File: config.mk
export PLATFORM = sky130hd
export DESIGN_NAME = bit_serializer_flat
export DESIGN_NICKNAME = d
export VERILOG_FILES = /design/src/rtl/seq_pkg.sv /design/src/rtl/bit_serializer_if.sv /design/src/rtl/bit_serializer.sv /design/src/flat_wrapper.sv
export SDC_FILE = /design/constraint.sdc
export NUM_CORES = 1
export LEC_CHECK = 0
export ABC_AREA = 1
export CORE_MARGIN = 2
export CORE_UTILIZATION = 54
export CTS_BUF_LIST = sky130_fd_sc_hd__clkbuf_4
export DETAILED_ROUTE_END_ITERATION = 10
export GPL_TIMING_DRIVEN = 1
export PLACE_DENSITY_LB_ADDON = 0.15
export RECOVER_POWER = 100
export SYNTH_ARGS = -nofsm -noshare
export SYNTH_HDL_FRONTEND = slang
export SYNTH_SLANG_ARGS = --single-unit
File: constraint.sdc
create_clock -name clk -period 1.85 [get_ports clk]
set_input_delay 0.555 -clock clk [delete_from_list [all_inputs] [get_ports clk]]
set_output_delay 0.555 -clock clk [all_outputs]
set_load 0.005 [all_outputs]
File: src/rtl/seq_pkg.sv
// Shared constants for the serial bit path: serializer FSM encoding, default word width,
// and the state encoding of the downstream 1011 sequence detector.
package seq_pkg;

  localparam int SER_WIDTH_DEFAULT = 8;

  typedef enum logic {
    SER_IDLE  = 1'b0,
    SER_SHIFT = 1'b1
  } ser_state_e;

  typedef enum logic [2:0] {
    DET_IDLE  = 3'd0,
    DET_S1    = 3'd1,
    DET_S10   = 3'd2,
    DET_S101  = 3'd3,
    DET_S1011 = 3'd4
  } det_state_e;

endpackage

File: src/rtl/bit_serializer_if.sv
// Parallel-in / serial-out bundle: word handshake from upstream, shift enable, serial stream out.
interface bit_serializer_if #(
  parameter int WIDTH = seq_pkg::SER_WIDTH_DEFAULT
);

  logic [WIDTH-1:0] in_data;
  logic             in_valid;
  logic             in_ready;
  logic             en;
  logic             out_bit;
  logic             out_valid;
  logic             word_done;

  modport master (
    output in_data, in_valid, en,
    input  in_ready, out_bit, out_valid, word_done
  );

  modport slave (
    input  in_data, in_valid, en,
    output in_ready, out_bit, out_valid, word_done
  );

endinterface

File: src/rtl/bit_serializer.sv
// Word-to-bit serializer: one-word hold register feeding a shifter, so the next word waits
// while the current one streams out and back-to-back words leave no gap in the bit stream.
module bit_serializer
  import seq_pkg::*;
#(
  parameter int WIDTH     = SER_WIDTH_DEFAULT,
  parameter bit MSB_FIRST = 1'b1
) (
  input logic             clk,
  input logic             reset,
  bit_serializer_if.slave bus
);

  localparam int            CW   = $clog2(WIDTH);
  localparam logic [CW-1:0] LAST = CW'(WIDTH - 1);

  ser_state_e       state;
  ser_state_e       next_state;
  logic [WIDTH-1:0] hold_q;
  logic [WIDTH-1:0] shift_q;
  logic             hold_full;
  logic [CW-1:0]    cnt;
  logic [CW-1:0]    bit_idx;
  logic             accept;
  logic             last_bit;
  logic             load;

  // in_ready is !hold_full, so accept and load are mutually exclusive by construction.
  assign accept   = bus.in_valid && !hold_full;
  assign last_bit = (state == SER_SHIFT) && bus.en && (cnt == LAST);
  assign load     = hold_full && ((state == SER_IDLE) || last_bit);
  assign bit_idx  = MSB_FIRST ? (LAST - cnt) : cnt;

  always_ff @(posedge clk or posedge reset) begin
    if (reset) begin
      state <= SER_IDLE;
    end else begin
      state <= next_state;
    end
  end

  always_comb begin
    next_state = state;
    case (state)
      SER_IDLE:  if (hold_full) next_state = SER_SHIFT;
      SER_SHIFT: if (last_bit && !hold_full) next_state = SER_IDLE;
      default:   next_state = SER_IDLE;
    endcase
  end

  always_ff @(posedge clk or posedge reset) begin
    if (reset) begin
      hold_q    <= '0;
      hold_full <= 1'b0;
      shift_q   <= '0;
      cnt       <= '0;
    end else begin
      if (accept) begin
        hold_q    <= bus.in_data;
        hold_full <= 1'b1;
      end else if (load) begin
        hold_full <= 1'b0;
      end

      // The IDLE->SHIFT transfer does not wait for en; only bit advance does.
      if (load) begin
        shift_q <= hold_q;
        cnt     <= '0;
      end else if (last_bit) begin
        cnt <= '0;
      end else if ((state == SER_SHIFT) && bus.en) begin
        cnt <= cnt + 1'b1;
      end
    end
  end

  always_comb begin
    bus.in_ready  = !hold_full;
    bus.out_valid = 1'b0;
    bus.out_bit   = 1'b0;
    bus.word_done = 1'b0;
    if (state == SER_SHIFT) begin
      bus.out_valid = 1'b1;
      bus.out_bit   = shift_q[bit_idx];
      bus.word_done = bus.en && (cnt == LAST);
    end
  end

endmodule

File: src/flat_wrapper.sv
// flat-port wrapper written by rule: the top's interface ports become plain ports
module bit_serializer_flat import seq_pkg::*;
#(
  parameter int WIDTH     = SER_WIDTH_DEFAULT,
  parameter bit MSB_FIRST = 1'b1
)
  (clk, reset, bus_in_data, bus_in_valid, bus_en, bus_in_ready, bus_out_bit, bus_out_valid, bus_word_done);
  bit_serializer_if #(.WIDTH(WIDTH)) bus_i ();
  input logic clk;
  input logic reset;
  input wire logic [$bits(bus_i.in_data)-1:0] bus_in_data;
  input wire logic [$bits(bus_i.in_valid)-1:0] bus_in_valid;
  input wire logic [$bits(bus_i.en)-1:0] bus_en;
  output wire logic [$bits(bus_i.in_ready)-1:0] bus_in_ready;
  output wire logic [$bits(bus_i.out_bit)-1:0] bus_out_bit;
  output wire logic [$bits(bus_i.out_valid)-1:0] bus_out_valid;
  output wire logic [$bits(bus_i.word_done)-1:0] bus_word_done;
  assign bus_i.in_data = bus_in_data;
  assign bus_i.in_valid = bus_in_valid;
  assign bus_i.en = bus_en;
  assign bus_in_ready = bus_i.in_ready;
  assign bus_out_bit = bus_i.out_bit;
  assign bus_out_valid = bus_i.out_valid;
  assign bus_word_done = bus_i.word_done;
  bit_serializer #(.WIDTH(WIDTH), .MSB_FIRST(MSB_FIRST)) u_core (.clk(clk), .reset(reset), .bus(bus_i));
endmodule
==> run_results.csv <==
group,metric,value,unit
pwr,p_total,0.00200,W
global_route,grtUsageTotal,21.0,%
pwr,sw_frac_of_total,37.0,%
logic_synthesis,synth-edff-count,0,
pwr,power_frac_clock,11.6,%
sta,rsz0062_at_grt,"yes",
floorplan,start_util,58.0,%
setup_path,worstPathArrival,1.37,ns
sta,skew,0.00312,ns
logic_synthesis,muxShareOfSynthArea,3.37,%
layout,antenna_cells,0,
setup_path,path_class,"reg2out",
floorplan,chipWidth,47.1,µm
cts,cts_root_buf,"clkbuf_4",
sta,slew_viol_final,0,
sta,worst_pin_slew,1.13,ns
logic_synthesis,synthArstFlopShare,100,%
logic_synthesis,yosysTopAreaCell,"dfrtp_1",
logic_synthesis,synth_area_leaders,"dfrtp_1, nand2_1, inv_1, o21ai_2, nor2_1",
drt,drt_first_iter_violations,7,
setup_path,crit_path_start_kind,"register",
cts,cts-hold-fix-buffers,0,
placement,gp_congestion,0.819,
setup_path,critPathMaxFanout,2,
drt,drc,1,
logic_synthesis,synthCells,111,
worst_hold_path,hp-class,"reg2reg",
logic_synthesis,synthAdderAreaFrac,2.50,%
drt,wire_per_inst,11.3,µm
layout,n_fill_cell,107,
logic_synthesis,synthTopCellsByCount,"nand2_1, dfrtp_1, inv_1, nor2_1",
drt,vias,819,
cts,clk-insertion-delay-late,0.29,ns
setup_path,cp.required,1.29,ns
status,violations,"DRC, setup timing",
cts,clock_sinks,21,
pwr,p_sw,0.000739,W
drt,firstDrtPassIters,8,
floorplan,rows,15,
pwr,internal_power,0.00126,W
floorplan,core,0.00173,mm²
sta,fin_ws,-0.0798,ns
logic_synthesis,ys_warn_count,0,
layout,post-route-util,80.8,%
sta,slew_headroom,24.3,%
logic_synthesis,synth_area,0.00100,mm²
sta,worst_hold_slack,0.487,ns
logic_synthesis,synth_top_family_by_area,"simple AND/OR/NAND/NOR gates",
global_route,antenna_found_initial,0,
global_route,grt_max_degree,22,
setup_path,crit_path_end_kind,"primary output",
global_route,grt_pass1_vias,780,
logic_synthesis,syn-num-nets,125,
logic_synthesis,synthDistinctLibCells,19,
cts,clk_pin_slew,0.12,ns
sta,min_period_over_period,104,%
pwr,power_frac_seq,39.9,%
run,drv_cap,0,
floorplan,die_area,0.00221,mm²
logic_synthesis,yosysMostFrequentCell,"nand2_1",
sta,min_period,1.93,ns
cts,cts_tree,"done",
logic_synthesis,yosys_register_bits,21,
layout,drive_gt1_share,34.5,%
drt,viasPerCell,4.82,
status,status,"finished with violations",
drt,antenna_left,0,
logic_synthesis,yosysTopAreaCellShare,52.5,%
cts,htreeDepth,1,
logic_synthesis,synth-simple-area-share,23.1,%
sta,fmax,518,MHz
pwr,p_leak,0.740,nW
drt,routed_wl,1.92,mm
logic_synthesis,synth_xor_area_share,0.875,%
logic_synthesis,synth.avg_cell_area,9.02,µm²
placement,hpwl,1.31,mm
placement,io_buffers,15,
floorplan,ioPinCount,16,
global_route,gr-total-overflow,0,
pwr,powerDensity,1430,mW/mm²
layout,area_growth,39.4,%
sta,hold_viol_final,0,
sta,finalSetupTns,-0.135,ns
logic_synthesis,synth-main-ff-cell,"dfrtp_1",
logic_synthesis,synth_compound_area_share,8.25,%
logic_synthesis,yosysSeqAreaShare,52.5,%
cts,cts-buffers-inserted,3,
cts,clock_path_buffers,2,
sta,setup-violations-final,2,
global_route,grt_pass1_wl,3.20,mm
placement,place_ws,-0.461,ns
layout,fin_nets,160,
pwr,comb_power_share,48.5,%
floorplan,die_y,47.1,µm
pwr,ir_drop,0.00102,V
## layout by cell type (no fill, tap or decap), types with 4 or more instances in the layout
cell	instances
nand2_1	24
dfrtp_1	18
inv_1	17
buf_4	12
clkdlybuf4s50_1	10
nor2_1	9
nand2_2	7
a21oi_1	5
o21ai_2	5
clkbuf_4	4
## power by group through the flow
| stage | clock network, W | registers (W) | logic, W |
|---|---|---|---|
| 2_1_floorplan | 0 | 0.000769 | 0.000520 |
| 3_3_place_gp | 0 | 0.000790 | 0.000731 |
| 3_5_place_dp | 0 | 0.000796 | 0.000766 |
| 4_1_cts | 0.000241 | 0.000795 | 0.000933 |
| 5_1_grt | 0.000254 | 0.000822 | 0.00109 |
| 6_report | 0.000232 | 0.000796 | 0.000968 |
## cell families (layout without fill, tap and decap cells)
family / count (synthesis) / in the layout
muxes: 3 / 3
DFF: 21 / 21
AOI/OAI and AO/OA: 12 / 12
and+or+nand+nor: 50 / 50
adders and majority gates: 2 / 2
xor gates and xnor gates: 1 / 1
buffers and inverters: 22 / 56
## worst paths after layout
kind	start	end	slack (ns)	depth (start not counted)
worst min-delay path	u_core.hold_q[7]	u_core.shift_q[7]	0.49	2
worst min register to register	u_core.hold_q[7]	u_core.shift_q[7]	0.49	2
min in group asynchronous	reset	u_core.hold_q[0]	0.91	3
max in group asynchronous	reset	u_core.cnt[0]	0.18	3
worst max-delay path	u_core.cnt[0]	bus_word_done	-0.08	6
worst max register to register	u_core.cnt[0]	u_core.shift_q[6]	0.12	11
## flip-flops by register name, summed over array words and instances, names as in the netlist
register,cells
u_core.cnt,3
u_core.hold_full,1
u_core.hold_q,8
u_core.shift_q,8
u_core.state,1
## stage by stage
step                area [µm²]  instances
finish                    1400        170
floorplan                 1000        111
global placement          1250        160
detailed placement        1250        160
global route              1400        170
CTS                       1370        168
## area by class of cell
class	count	area (µm²)	area share (%)
clock buffers	4	30.0	2.15
inverters	20	82.6	5.92
multi-input cells	68	442	31.7
flip-flops and latches	21	529	37.9
well taps	25	31.3	2.24
repair buffers	32	280	20.1
## per-layer routing
layer  part of all wire [%]  vias up  GRT usage, %
li1                       -      410             -
met1                     41      387          25.0
met2                     55       18          37.5
met3                    2.8        4          5.00
met4                    1.1        0          6.11
met5                      0        -             0
## worst max-delay path: stages, from the launching register on
cell and delay, ns:
dfrtp_2 0.45, buf_6 0.13, ha_4 0.15, ha_4 0.16
nand2_4 0.05, inv_2 0.04, buf_6 0.10
## timing repair
item / CTS / global route
pin swaps: 8 / 2
setup buffers: 4 / 2
resized for setup: 28 / 5
endpoints found under the setup margin: 4 / 4
Note: power is estimated with default switching activity, not from simulation.
